## config.mk

```make
export PLATFORM = sky130hd
export DESIGN_NAME = bsg_cgol_ctrl
export DESIGN_NICKNAME = d
export VERILOG_FILES = /design/src/rtl/bsg_cgol_ctrl.sv
export SDC_FILE = /design/constraint.sdc
export NUM_CORES = 1
export LEC_CHECK = 0
export ABC_AREA = 1
export CORE_ASPECT_RATIO = 0.7
export CORE_UTILIZATION = 37
export DETAILED_ROUTE_END_ITERATION = 7
export HOLD_SLACK_MARGIN = 0.08
export PLACE_DENSITY = 0.81
export SLEW_MARGIN = 0
export SYNTH_ARGS = -nofsm -noshare
export SYNTH_HDL_FRONTEND = slang
export SYNTH_SLANG_ARGS = --single-unit
```

## constraint.sdc

```tcl
create_clock -name clk_i -period 2.1 [get_ports clk_i]
set_input_delay 0.21 -clock clk_i [delete_from_list [all_inputs] [get_ports clk_i]]
set_output_delay 0.21 -clock clk_i [all_outputs]
set_load 0.02 [all_outputs]
```

## src/rtl/bsg_cgol_ctrl.sv

```systemverilog
// Game of Life sequencing controller: accepts a board + generation count, loads the
// cell array, steps it, then offers the final board. Define CGOL_CTRL_STABLE_EXIT_EN
// to stop early once a generation leaves the board unchanged.
module bsg_cgol_ctrl #(
  parameter int board_width_p = 8,
  parameter int max_frames_p  = 1024,
  localparam int b_lp = board_width_p * board_width_p,
  localparam int f_lp = $clog2(max_frames_p + 1)
) (
  input  logic            clk_i,
  input  logic            reset_n_i,
  input  logic [b_lp-1:0] data_i,
  input  logic [f_lp-1:0] frames_i,
  input  logic            v_i,
  output logic            ready_o,
  output logic            en_o,
  output logic            update_o,
  output logic [b_lp-1:0] update_val_o,
  input  logic [b_lp-1:0] cells_i,
  output logic [b_lp-1:0] data_o,
  output logic [f_lp-1:0] gens_o,
  output logic            v_o,
  input  logic            yumi_i,
  output logic [1:0]      state_o
);

  localparam logic [1:0] IDLE = 2'd0;
  localparam logic [1:0] LOAD = 2'd1;
  localparam logic [1:0] SIM  = 2'd2;
  localparam logic [1:0] DONE = 2'd3;

  logic [1:0]      state_r;
  logic [b_lp-1:0] board_r;
  logic [f_lp-1:0] cnt_r;
  logic [f_lp-1:0] gens_r;
  logic            stable_hit;
  logic            sim_stop;

`ifdef CGOL_CTRL_STABLE_EXIT_EN
  logic [b_lp-1:0] snap_r;
  logic            first_r;

  // The first SIM cycle has no previous snapshot, so comparison waits one cycle.
  assign stable_hit = (state_r == SIM) && !first_r && (cells_i == snap_r);

  always_ff @(posedge clk_i or negedge reset_n_i) begin
    if (!reset_n_i) begin
      snap_r  <= '0;
      first_r <= 1'b0;
    end else begin
      if (state_r == LOAD) first_r <= 1'b1;
      else if (state_r == SIM) first_r <= 1'b0;
      if (state_r == SIM) snap_r <= cells_i;
    end
  end
`else
  assign stable_hit = 1'b0;
`endif

  assign sim_stop = (cnt_r == '0) || stable_hit;

  // Handshakes: a job is taken on a rising edge where v_i && ready_o; a result
  // is retired on a rising edge where v_o && yumi_i. Neither side may retract
  // outside those rules, and v_i / yumi_i are ignored outside IDLE / DONE.
  assign ready_o      = (state_r == IDLE);
  assign update_o     = (state_r == LOAD);
  assign en_o         = (state_r == SIM) && !sim_stop;
  assign v_o          = (state_r == DONE);
  assign update_val_o = board_r;
  assign data_o       = cells_i;
  assign gens_o       = gens_r;
  assign state_o      = state_r;

  always_ff @(posedge clk_i or negedge reset_n_i) begin
    if (!reset_n_i) begin
      state_r <= IDLE;
      board_r <= '0;
      cnt_r   <= '0;
      gens_r  <= '0;
    end else begin
      case (state_r)
        IDLE: begin
          if (v_i) begin
            board_r <= data_i;
            cnt_r   <= frames_i;
            gens_r  <= '0;
            state_r <= LOAD;
          end
        end
        LOAD: state_r <= SIM;
        SIM: begin
          if (sim_stop) begin
            state_r <= DONE;
          end else begin
            cnt_r  <= cnt_r - 1'b1;
            gens_r <= gens_r + 1'b1;
          end
        end
        DONE: begin
          if (yumi_i) state_r <= IDLE;
        end
        default: state_r <= IDLE;
      endcase
    end
  end

endmodule
```

; ---- Word level (Yosys, flattened, before mapping)
; Index checks and enable logic that the tools add are counted.
[totals]
word_cells = 31
regBits = 88
input_bits = 143
out_inout_bits = 145
[op_classes]
reduce_logical = 8
muxes = 10
eq_ne = 7
n_addsub = 2
[ops]
columns = op, count
row1 = 2-to-1 mux 11 bit, 4
row2 = one-hot mux 11 bit (2 select lines), 2
row3 = adder 11 x 1 -> 11 bit (second input constant), 1
row4 = logical NOT 11 bit, 1
row5 = subtractor 11 x 1 -> 11 bit (second input constant), 1
row6 = one-hot mux 2 bit (4 select lines), 1
row7 = 2-to-1 mux 2 bit, 3
row8 = != test 2 bit (second input constant), 3
row9 = AND reduction 3 bit, 2
row10 = equality test 2 bit (second input constant), 2
row11 = equality test 2 x 1 -> 1 bit (second input constant), 1
row12 = logical NOT 2 bit, 1
row13 = != test 2 x 1 -> 1 bit (second input constant), 1
row14 = AND reduction 2 bit, 1
row15 = nonzero test 2 bit, 1
row16 = logical AND 1 bit, 1
row17 = logical NOT 1 bit, 1

; ---- Depth between registers and ports, before layout
[logic_depth]
ltp_word = 3
mapped_depth = 10
depth_no_buf = 9

; ---- Least setup slack after synthesis
; No wires, ideal clock.
[synth_timing]
path_type = reg2reg
from = reg state_r[0], in the netlist state_o[0]
to = reg board_r[0], in the netlist update_val_o[0]
period_less_slack_ns = 1.853
setup_slack_ns = 0.247
stages_incl_launch_ff = 6
required_time_ns = 1.975
setup_time_ns = 0.125
arrival_time_ns = 1.728
path_cell_list = dfrtp_1 > inv_1 > ha_1 > nand2_1 > buf_2 > mux2_2
[synth_via]
elab_chain_len = 2
[synth_rtl]
columns = item, line
row1 = "start, declared", 32  ; logic [1:0] state_r;
row2 = "start signal, assigned", 76  ; state_r <= IDLE;
row3 = "start signal, assigned", 87  ; state_r <= LOAD;
row4 = "start signal, assigned", 90  ; LOAD: state_r <= SIM;
row5 = logical NOT 2 bit, n/a
row6 = named net ready_o, 15  ; output logic ready_o,
row7 = AND reduction 2 bit (no source line), n/a
row8 = "end signal, assigned", 84  ; board_r <= data_i;
row9 = "end, declared", 33  ; logic [b_lp-1:0] board_r;
; The timed path passes the listed nets, and every way through them passes these cells.
; A chain may end at the register's enable or synchronous reset.

; ---- Worst setup path after layout
[layout_timing]
from = reg state_r[1], in the netlist state_o[1]
to = out ready_o
[layout_via]
elab_chain_len = 1
[layout_rtl]
columns = item, line
row1 = logical NOT 2 bit, 65  ; assign ready_o = (state_r == IDLE);
row2 = "end, declared", 15
; Every way passes these cells.

==> results.yml <==
status:
  status: "finished, final reports clean"
global_routing:
  grt_max_degree: 65
  antenna_found_initial: 0
  grt_pass1_vias: 3485
  grt_remaining_overflow: 0
  track_usage_pct: 17.4
  grt_pass1_wl_mm: 17.0
critical_path:
  crit_required_ns: 1.89
  crit_arrival_ns: 1.77
  path_class: "flip-flop to output pin"
  crit_fanout: 5
  worstSetupEndpointType: "output pin"
  startpoint_type: "flip-flop"
synthesis:
  syn_area_mm2: 0.00451
  synth_common_cells: "nand2_1, dfrtp_1, buf_4"
  synth_area_per_cell_um2: 10.2
  synth.most_common_cell: "nand2_1"
  ys_types: 24
  ys_seq_elements: 88
  synth_edf_count: 0
  yosysTopAreaCell: "dfrtp_1"
  synth_nets: 590
  syn_inst: 440
  yosysTopAreaCellShare_pct: 48.8
  synth_ff_type: "dfrtp_1"
  synth_area_leaders: "dfrtp_1, mux2_2, buf_4"
  async_flop_share_pct: 100
  seq_area_frac_synth_pct: 48.8
  yosysWarnings: 0
clocking:
  h-tree-depth: 3
  ctsLongestPathBuffers: 2
  clk_latency_ns: 0.34
  cts_tree: "yes"
  path_clk_slew_ns: 0.07
  cts_sinks: 88
  post_cts_buffers: 0
  clockRootBuffer: "clkbuf_16"
  cts_made_buffers: 9
job:
  drv_cap: 0
timing:
  whs_ns: 0.324
  fmax_mhz: 504
  tns_ns: 0
  finClkSkew_ns: 0.0105
  min_period_ns: 1.98
  finalHoldViolations: 0
  setup_viol: 0
  drv_slew: 0
  rsz0062_at_grt: "false"
  slew_headroom_pct: 76.9
  tightest_slew_ns: 0.346
  period_share_pct: 94.5
routing:
  drt-wirelength-per-cell_um: 15.4
  drc: 0
  drt-pass1-iter-count: 4
  drt-initial-drc-count: 113
  ant_nets: 0
  vias_per_cell: 4.79
  wl_mm: 10.8
  vias: 3360
power_and_ir_drop:
  pwr-share-seq_pct: 30.7
  power_frac_comb_pct: 50.6
  p_int_mw: 5.94
  swShare_pct: 38.4
  p_clk_share_pct: 18.7
  power_density_mw_per_mm2: 1560
  p_sw_mw: 3.70
  ir_drop_v: 0.000784
  p_leak_nw: 2.67
finish:
  finalNetCount: 690
  area_delta_synth_final_pct: 36.7
  postLayoutCoreUtil_pct: 52.2
  nFillCells: 1054
  diodes: 0
  drive_gt1_share_pct: 19.3
placement:
  hpwl_mm: 7.88
  gp_congestion: 0.847
  io_buffer_count: 159
floorplanning:
  die_h_um: 94.4
  die_area_mm2: 0.0126
  coreArea_mm2: 0.0118
  initial_core_util_pct: 38.2
  die_x_um: 134
  core.rowCount: 33
  num_io_pins: 288
worst_hold_path:
  hp-class: "primary input to asynchronous set/reset pin"
[worst paths after layout]
path | cells past startpoint | startpoint | slack [ns] | endpoint
hold / removal | 2 | reset_n_i | 0.32 | gens_o[1]
setup reg to reg | 10 | state_o[0] | 0.38 | cnt_r[10]
hold reg to reg | 1 | update_val_o[39] | 0.51 | update_val_o[39]
max in group asynchronous | 3 | reset_n_i | 1.15 | update_val_o[59]
min in group clk_i | 0 | cells_i[25] | 0.42 | data_o[25]
setup / recovery | 3 | state_o[1] | 0.12 | ready_o
[layer usage]
layer	vias up	share of wire, %	GRT usage (%)
met4	0	2.3	7.20
met3	34	12	9.34
met1	1612	39	19.7
met2	165	47	27.3
li1	1549	-	-
met5	-	0	0
[flip-flops by register name (all words and copies together), names as in the netlist]
signal / cells
cnt_r: 11
gens_o: 11
state_o: 2
update_val_o: 64
[cell usage in the layout (no fill, tap or decap), drive strengths merged]
cell type      netlist  layout
a21oi                1       1
o21ai               23      23
ha                   7       7
xor2                 5       5
nand4                3       3
nand3b               1       1
o21bai               1       1
nor2                28      28
clkdlybuf4s50        0     157
buf                 77       7
dfrtp               88      88
mux2                64      64
inv                 26      29
bufinv               0       2
clkinv               0       1
clkbuf               0      10
nand3               19      19
nand2               95      95
xnor2                2       2
dlygate4sd3          0       1
dlygate4sd2          0       1
[power by group through the flow]
stage	combinational [mW]	sequential [mW]	clock (mW)
finish	4.88	2.96	1.81
global route	5.23	3.07	1.93
CTS	4.92	2.96	1.86
detailed placement	4.89	2.98	0
global placement	4.79	2.92	0
floorplan	2.23	3.74	0
[layout make-up]
class,instances,area [um^2],share of cell area [%]
tap,157,196,3.19
sequential,88,2200,35.7
timing repair buffer,166,1670,27.1
multi-input combinational,249,1660,26.9
clock inverter,6,97.6,1.58
clock buffer,10,239,3.88
inverter,26,100,1.62
[stage by stage]
step | instance area, um^2 | total power, mW | cells | setup slack (ns)
after floorplan | 4510 | 5.98 | 440 | 0.247
after global placement | 5800 | 7.71 | 685 | 0.177
after detailed placement | 5800 | 7.87 | 685 | 0.127
after CTS | 6150 | 9.74 | 702 | 0.0156
after global routing | 6160 | 10.2 | 702 | 0.00166
final | 6160 | 9.64 | 702 | 0.116
[logic make-up (layout without fill, tap and decap cells)]
| group | after synthesis | in the layout | share of synthesized area, % |
|---|---|---|---|
| simple gates | 146 | 146 | 13.8 |
| buf+inv | 103 | 208 | 14.7 |
| flops | 88 | 88 | 48.8 |
| mux | 64 | 64 | 16.0 |
| compound gates | 25 | 25 | 3.41 |
| fa+ha+maj | 7 | 7 | 1.94 |
| xor+xnor | 7 | 7 | 1.36 |
[worst max-delay path, cell delays in order (launching register included)]
cell and delay (ns):
dfrtp_1 0.43, inv_1 0.13, ha_1 0.23, clkdlybuf4s50_1 0.66
[timing repair]
action	CTS	global route
resized for setup	2	2
hold endpoints to repair	23	0
setup endpoints to repair	1	1
hold buffers	1	0
gates cloned	0	0
(Power assumes the default switching activity.)
